==> config.mk <==
export PLATFORM = sky130hd
export DESIGN_NAME = pwconv_requant
export DESIGN_NICKNAME = d
export VERILOG_FILES = /design/src/rtl/pwconv_pkg.sv /design/src/rtl/pwconv_round_shift.sv /design/src/rtl/pwconv_requant.sv
export SDC_FILE = /design/constraint.sdc
export NUM_CORES = 1
export LEC_CHECK = 0
export CELL_PAD_IN_SITES_DETAIL_PLACEMENT = 1
export CELL_PAD_IN_SITES_GLOBAL_PLACEMENT = 1
export CORE_MARGIN = 1
export CORE_UTILIZATION = 45
export DETAILED_ROUTE_END_ITERATION = 8
export PLACE_DENSITY = 0.84
export RECOVER_POWER = 100
export SLEW_MARGIN = 20
export SYNTH_ARGS = -nofsm -noshare
export SYNTH_HDL_FRONTEND = slang
export SYNTH_SLANG_ARGS = --single-unit
==> constraint.sdc <==
create_clock -name clk -period 4.45 [get_ports clk]
set_input_delay 0.89 -clock clk [delete_from_list [all_inputs] [get_ports clk]]
set_output_delay 0.89 -clock clk [all_outputs]
set_load 0.005 [all_outputs]
==> src/rtl/pwconv_pkg.sv <==
// pwconv_pkg: shared widths, output range and signed saturation for the pointwise/depthwise requant paths
package pwconv_pkg;
    localparam int DATA_W   = 8;
    localparam int FILTER_W = 8;
    localparam int ACC_W    = DATA_W + FILTER_W + 6;
    localparam int OUT_W    = 8;
    localparam int OUT_MAX  = 2 ** (OUT_W - 1) - 1;
    localparam int OUT_MIN  = -(2 ** (OUT_W - 1));

    function automatic logic signed [OUT_W-1:0] sat_s(input logic signed [ACC_W:0] v);
        return (v > OUT_MAX) ? OUT_W'(OUT_MAX) : (v < OUT_MIN) ? OUT_W'(OUT_MIN) : v[OUT_W-1:0];
    endfunction
endpackage

==> src/rtl/pwconv_round_shift.sv <==
// pwconv_round_shift: round-half-up arithmetic right shift, one guard bit so the rounding add cannot overflow
module pwconv_round_shift
    import pwconv_pkg::*;
#(
    parameter int SHIFT_W = 5
) (
    input  logic signed [ACC_W-1:0]   i_acc,
    input  logic        [SHIFT_W-1:0] i_shift,
    output logic signed [ACC_W:0]     o_r
);
    logic signed [ACC_W:0] w_ext;
    logic signed [ACC_W:0] w_half;

    assign w_ext  = {i_acc[ACC_W-1], i_acc};
    assign w_half = (i_shift == '0) ? '0 : $signed((ACC_W+1)'(1) << (i_shift - 1'b1));
    assign o_r    = (w_ext + w_half) >>> i_shift;
endmodule

==> src/rtl/pwconv_requant.sv <==
// pwconv_requant: 3-stage requant pipeline (register, round-shift, relu/clamp) with channel counter and sticky sat flag.
// Define PWCONV_REQUANT_RELU_EN to zero negative results before clamping.
module pwconv_requant
    import pwconv_pkg::*;
#(
    parameter int NUM_OC  = 16,
    parameter int SHIFT_W = 5,
    localparam int CH_W   = $clog2(NUM_OC)
) (
    input  logic                     clk,
    input  logic                     rst_n,
    input  logic                     clr_i,
    input  logic                     in_valid_i,
    output logic                     in_ready_o,
    input  logic signed [ACC_W-1:0]  acc_i,
    input  logic        [SHIFT_W-1:0] shift_i,
    output logic                     out_valid_o,
    input  logic                     out_ready_i,
    output logic signed [OUT_W-1:0]  act_o,
    output logic        [CH_W-1:0]   ch_o,
    output logic                     last_o,
    output logic                     sat_flag_o
);
    logic                      r_v1, r_v2, r_v3;
    logic signed [ACC_W-1:0]   r_acc1;
    logic        [SHIFT_W-1:0] r_sh1;
    logic signed [ACC_W:0]     r_r2;
    logic signed [OUT_W-1:0]   r_act3;
    logic                      r_sat3;
    logic        [CH_W-1:0]    r_ch;
    logic                      r_sat_flag;
    logic                      w_rdy1, w_rdy2, w_rdy3;
    logic signed [ACC_W:0]     w_r;
    logic signed [ACC_W:0]     w_relu;
    logic                      w_clamp;

    pwconv_round_shift #(.SHIFT_W(SHIFT_W)) u_round_shift (
        .i_acc  (r_acc1),
        .i_shift(r_sh1),
        .o_r    (w_r)
    );

    assign w_rdy3 = !r_v3 || out_ready_i;
    assign w_rdy2 = !r_v2 || w_rdy3;
    assign w_rdy1 = !r_v1 || w_rdy2;

`ifdef PWCONV_REQUANT_RELU_EN
    assign w_relu = (r_r2 < 0) ? '0 : r_r2;
`else
    assign w_relu = r_r2;
`endif
    // ReLU zeroing happens before this test, so it never counts as a clamp
    assign w_clamp = (w_relu > OUT_MAX) || (w_relu < OUT_MIN);

    always_ff @(posedge clk or negedge rst_n) begin
        if (!rst_n) begin
            r_v1       <= 1'b0;
            r_v2       <= 1'b0;
            r_v3       <= 1'b0;
            r_acc1     <= '0;
            r_sh1      <= '0;
            r_r2       <= '0;
            r_act3     <= '0;
            r_sat3     <= 1'b0;
            r_ch       <= '0;
            r_sat_flag <= 1'b0;
        end else if (clr_i) begin
            r_v1       <= 1'b0;
            r_v2       <= 1'b0;
            r_v3       <= 1'b0;
            r_ch       <= '0;
            r_sat_flag <= 1'b0;
        end else begin
            if (w_rdy1) begin
                r_v1 <= in_valid_i;
                if (in_valid_i) begin
                    r_acc1 <= acc_i;
                    r_sh1  <= shift_i;
                end
            end
            if (w_rdy2) begin
                r_v2 <= r_v1;
                if (r_v1) r_r2 <= w_r;
            end
            if (w_rdy3) begin
                r_v3 <= r_v2;
                if (r_v2) begin
                    r_act3 <= sat_s(w_relu);
                    r_sat3 <= w_clamp;
                end
            end
            if (r_v3 && out_ready_i) begin
                r_ch <= (r_ch == CH_W'(NUM_OC - 1)) ? '0 : r_ch + 1'b1;
                if (r_sat3) r_sat_flag <= 1'b1;
            end
        end
    end

    assign in_ready_o  = w_rdy1;
    assign out_valid_o = r_v3;
    assign act_o       = r_act3;
    assign ch_o        = r_ch;
    assign last_o      = (r_ch == CH_W'(NUM_OC - 1));
    assign sat_flag_o  = r_sat_flag;
endmodule
## Yosys cells after proc, flatten, opt, wreduce, memory -nomap -nowiden

Index checks and enable logic that the tools add are counted.

- Muxes and demuxes: 15
- Shift operators: 2
- Order comparisons: 2
- $add $sub $neg: 3
- Reduce and logical (&&, ||, !) cells: 18
- Bitwise gates (word level): 1
- Equal/unequal tests: 1

Operators with widths:

| cell | count |
|---|---|
| 22-bit by 23-bit adder with 23-bit output | 1 |
| 23-bit by 8-bit greater-than comparator with 1-bit output (second input constant) | 1 |
| 23-bit by 8-bit less-than comparator with 1-bit output (second input constant) | 1 |
| 23-bit 2-to-1 mux | 1 |
| 1-bit by 5-bit << shifter with 23-bit output (first input constant) | 1 |
| 23-bit by 5-bit >>> shifter with 23-bit output | 1 |
| 8-bit 2-to-1 mux | 2 |
| 4-bit 2-to-1 mux | 3 |
| 2-bit nonzero test | 5 |
| 1-bit 2-to-1 mux | 9 |
| 3-bit AND reduction | 3 |
| 5-bit zero test | 1 |
| 5-bit by 1-bit subtractor with 5-bit output (second input constant) | 1 |
| 4-bit by 1-bit adder with 4-bit output (second input constant) | 1 |
| 4-bit equality test (second input constant) | 1 |
| 1-bit logical OR | 4 |
| 1-bit zero test | 3 |
| 2-bit AND reduction | 1 |
| 1-bit logical AND | 1 |
| 1-bit NOT | 1 |

- Input port bits: 32
- Logic and storage cells: 52
- Register bits: 67

## Logic depth before layout (Yosys ltp)

- Depth after elaboration: 6
- Gate-level depth with buffers: 17
- Gate-level depth less buffers: 15

## Modules after synthesis

A second synthesis with hierarchy kept.

- Cells, all modules: 663
- Area, all modules: 5,955.7 sq um

By module, submodules not included:

| module | seq. area each (sq um) | instances | cells an instance | area each (sq um) |
|---|---|---|---|---|
| pwconv_round_shift | 0.0 | 1 | 486 | 3,294.4 |
| pwconv_requant | 1,676.6 | 1 | 177 | 2,661.3 |

## Worst setup path before layout

Ideal clock, no wire load.

- Path kind: register to register
- Start: reg r_sh1[3]
- End: reg r_r2[2]
- Stages on the path, launching flop included: 17
- Data arrival time: 3.815 ns
- Clock period less this slack: 3.941 ns
- Path slack: 0.509 ns
- Data required time: 4.324 ns
- Cells stage by stage: dfrtp_1 clkbuf_1 clkinv_1 nor2_1 nand2_1 nor2_1 ha_1 buf_2 a21oi_2 o21a_1 nand3_1 o21ai_1 xnor2_1 mux4_2 a221o_1 a221oi_2 o22ai_1

- Word-level cells in the longest chain between the ends: 5
- Elaborated cells between the ends (all ways): 6

RTL lines:

| item | RTL line | RTL |
|---|---|---|
| start, declared | pwconv_requant.sv:26 | `logic [SHIFT_W-1:0] r_sh1;` |
| start signal, assigned | pwconv_requant.sv:78 | `r_sh1 <= shift_i;` |
| 5-bit by 1-bit subtractor with 5-bit output | pwconv_round_shift.sv:15 | `assign w_half = (i_shift == '0) ? '0 : $signed((ACC_W+1)'(1) << (i_shift - 1'b1));` |
| 1-bit by 5-bit << shifter with 23-bit output | pwconv_round_shift.sv:15 |  |
| 23-bit 2-to-1 mux | pwconv_round_shift.sv:15 |  |
| 22-bit by 23-bit adder with 23-bit output | pwconv_round_shift.sv:16 | `assign o_r = (w_ext + w_half) >>> i_shift;` |
| 23-bit by 5-bit >>> shifter with 23-bit output * | pwconv_round_shift.sv:16 |  |
| end signal, assigned | pwconv_requant.sv:83 | `if (r_v1) r_r2 <= w_r;` |
| end, declared | pwconv_requant.sv:27 | `logic signed [ACC_W:0] r_r2;` |

Every way passes the cells marked *; elsewhere a longest branch is shown, timed or not.
A chain may end at the register's enable or synchronous reset.

## Worst setup path after layout

- Start: reg r_sh1[3]
- End: reg r_r2[14]

The elaborated chain is that of the path after synthesis.

==> metrics.yaml <==
status: "finished, violations left"
violations_in_the_final_reports: "max-capacitance violations, max-slew violations"
cpPeakStageDelay_ps: 640
cts_setup_buffers: 0
vias_in_the_first_global_route: 6223
antennaDiodeCount: 0
die_width_um: 116
post_cts_hold_buffer_count: 0
worst_setup_path_start_kind: "flop"
grt_antenna_before_repair: 0
finish.net_count: 833
worstSkewPairLatency_ps: 340
setup_tns_ps: 0
fin_worst_skew_ps: 4.49
count_of_input_and_output_buffers: 47
layout_min_cycle_time_ps: 4270
drt-total-wl_um: 22400
ys_async_sr_fraction_pct: 100
maximum_number_of_pins_on_one_net_before_global_route_repair: 43
ys_dominant_reg_cell: "sky130_fd_sc_hd__dfrtp_1"
p_switching_uw: 1190
synth.yosys.seq_area_share_pct: 28.5
clock_slew_at_reported_path_ffs_ps: 60
gpl.final_weighted_congestion: 0.973
stdcell_area_um2: 7030
clock.fmax_mhz: 234
unrepaired_setup_endpoints_after_global_routing: "false"
synthCells: 718
critical-path-top-cell-by-count: "sky130_fd_sc_hd__nor2_1"
hold_ws_ps: 489
grtUsageTotal_pct: 34.5
placedCellCount: 938
cts_tree: "yes"
fp.dieH_um: 116
final_layout_size_suffix_gt1_share_pct: 15.5
post_dp_cell_area_um2: 6710
route.detailed.drc: 0
peakVddDrop_uv: 187
p_sw_share_pct: 40.3
route.vias.total: 6159
top_level_ports: 48
share_clk_of_total_power_pct: 27.1
cts_max_path_buffers: 2
p_leak_uw: 0.00296
overflow: 0
cellPowerDensity_nw_per_um2: 420
avgSynthCellArea_um2: 8.18
layout-area-overhead-vs-synth_pct: 19.7
tightest_slew_ps: 2420
finalCritPeriodShare_pct: 96.0
hp-class: "reg -> reg"
synthDistinctLibCells: 83
power_frac_seq_pct: 29.0
fin_cells: 954
crit_path_top_delay_cell: "sky130_fd_sc_hd__a311oi_1"
cts_buffer_count: 9
fp.coreArea_um2: 12700
crit_path_dat_ps: 4540
first_pass_iters: 5
clock-root-buffer: "sky130_fd_sc_hd__clkbuf_16"
final_setup_violation_count: 0
count_of_cells_resized_by_post_cts_repair: 0
combinationalPowerShare_pct: 43.9
antenna_violating_nets_post_route: 0
timing.final.hold_violations: 0
required_time_at_the_worst_slack_endpoint_ps: 4720
effective_utilization_at_floorplan_pct: 46.4
finalMaxSlewViolations: 71
design_power_total_uw: 2950
syn-num-nets: 774
post_detail_place_hpwl_um: 17300
synth_edf_count: 0
crit_type: "reg -> reg"
placement_rows: 41
critical_path_peak_fanout: 16
mostFrequentLayoutCell: "sky130_fd_sc_hd__nor2_1"
wl_per_cell_um: 23.4
syn-cell-area_um2: 5880
end_kind: "flop"
clkSinkCount: 67
synth.ff_latch_count: 67
most-common-layout-cells: "sky130_fd_sc_hd__nor2_1, sky130_fd_sc_hd__nand2_1, sky130_fd_sc_hd__dfrtp_1"
vias_per_cell: 6.46
drt-initial-drc-count: 363
maxCapViolations: 2
wire_length_of_the_first_global_routing_pass_um: 34900
cp_cell_sequence: "buf_4 -> nor2_1 -> nand2_1 -> nor2_1 -> ha_1 -> a21o_1 -> nand3_1 -> a311oi_1 -> or4_1 -> nand4_1 -> mux4_2 -> mux2_1 -> a31oi_1"
fp.dieArea_um2: 13500
max_transition_margin_pct: -61.3
cts_htree_levels: 3
synth.yosys.warnings: 0
p_int_uw: 1760
==> power groups by stage <==
stage | Combinational [uW] | Sequential, uW | Clock [uW]
2_1_floorplan | 818 | 819 | 0
3_3_place_gp | 1250 | 852 | 0
3_5_place_dp | 1280 | 864 | 0
4_1_cts | 1290 | 855 | 809
5_1_grt | 1400 | 867 | 837
6_report | 1290 | 856 | 801
==> cell usage after synthesis, types with 6 or more instances <==
master                     number  share of area, %
sky130_fd_sc_hd__nor3_1        14               1.2
sky130_fd_sc_hd__nand2_1       75               4.8
sky130_fd_sc_hd__o211ai_1      13               1.7
sky130_fd_sc_hd__buf_1          6              0.38
sky130_fd_sc_hd__a31oi_1        7              0.75
sky130_fd_sc_hd__mux2i_1       18               3.1
sky130_fd_sc_hd__o22ai_1        7              0.75
sky130_fd_sc_hd__o21a_1         9               1.1
sky130_fd_sc_hd__inv_1         11              0.70
sky130_fd_sc_hd__a21oi_1       49               4.2
sky130_fd_sc_hd__clkbuf_1      29               1.9
sky130_fd_sc_hd__a21o_1         6              0.77
sky130_fd_sc_hd__nor2_1       110               7.0
sky130_fd_sc_hd__ha_1          23               4.9
sky130_fd_sc_hd__nand4_1       13               1.4
sky130_fd_sc_hd__o21ai_0       40               3.4
sky130_fd_sc_hd__mux2_2        36               6.9
sky130_fd_sc_hd__buf_2          6              0.51
sky130_fd_sc_hd__nor4_1         7              0.75
sky130_fd_sc_hd__dfrtp_1       67                29
sky130_fd_sc_hd__xnor2_1       13               1.9
sky130_fd_sc_hd__o211a_1        7               1.2
sky130_fd_sc_hd__nand3_1       20               1.7
==> per-stage QoR <==
stage	worst slack, ps	util [%]
after floorplan	509	-
after global placement	461	53.0
after detailed placement	366	53.0
after CTS	312	55.5
after global routing	5.09	55.5
final	179	55.5
==> layout make-up <==
class,count,area (um^2)
Fill cell,1566,5640
Multi-Input combinational cell,595,3980
Sequential cell,67,1680
Timing Repair Buffer,92,790
Clock buffer,10,239
Tap cell,172,215
Clock inverter,6,88.8
Inverter,12,45.0
==> per-layer routing <==
| metal | vias up | part of all wire, % | global-route usage [%] |
|---|---|---|---|
| li1 | 2810 | - | - |
| met3 | 57 | 4.7 | 5.40 |
| met5 | - | 0 | 0 |
| met2 | 208 | 49 | 59.1 |
| met1 | 3084 | 42 | 42.1 |
| met4 | 0 | 4.4 | 17.0 |
==> sequential cells by signal, indices dropped and copies added, names as in the netlist <==
signal / flops
sat_flag_o: 1
r_sat3: 1
r_r2: 23
ch_o: 4
r_acc1: 22
out_valid_o: 1
r_v2: 1
r_sh1: 5
r_v1: 1
act_o: 8
==> cell families (layout without fill, tap and decap cells) <==
group,Yosys count,count (layout),synth area share (%)
buffers and inverters,56,120,3.90
multiplexers,59,59,11.8
adder cells (fa/ha/maj),24,24,5.24
flip-flops,67,67,28.5
AO/OA/AOI/OAI,220,220,26.7
XOR/XNOR,17,17,2.53
AND/OR/NAND/NOR,275,275,21.3
==> final timing paths <==
| kind | from | endpoint | slack [ps] | depth (start not counted) |
|---|---|---|---|---|
| setup / recovery | r_sh1[3]$_DFFE_PN0P_ | r_r2[14]$_DFFE_PN0P_ | 180 | 13 |
| hold / removal | act_o[1]$_DFFE_PN0P_ | act_o[1]$_DFFE_PN0P_ | 490 | 2 |
| setup reg to reg | r_sh1[3]$_DFFE_PN0P_ | r_r2[14]$_DFFE_PN0P_ | 180 | 13 |
| hold reg to reg | act_o[1]$_DFFE_PN0P_ | act_o[1]$_DFFE_PN0P_ | 490 | 2 |
| max in group asynchronous | rst_n | r_acc1[10]$_DFFE_PN0P_ | 1430 | 2 |
| min in group asynchronous | rst_n | act_o[3]$_DFFE_PN0P_ | 1280 | 1 |
==> worst max-delay path: cells and delay by family, from the launching register on <==
kind                     cells  cell delay (ps)
adder cells (fa/ha/maj)      1              300
flip-flops                   1              410
multiplexers                 2              950
AO/OA/AOI/OAI                3              990
buffers and inverters        1              210
AND/OR/NAND/NOR              6             1340
(Power assumes the default switching activity.)
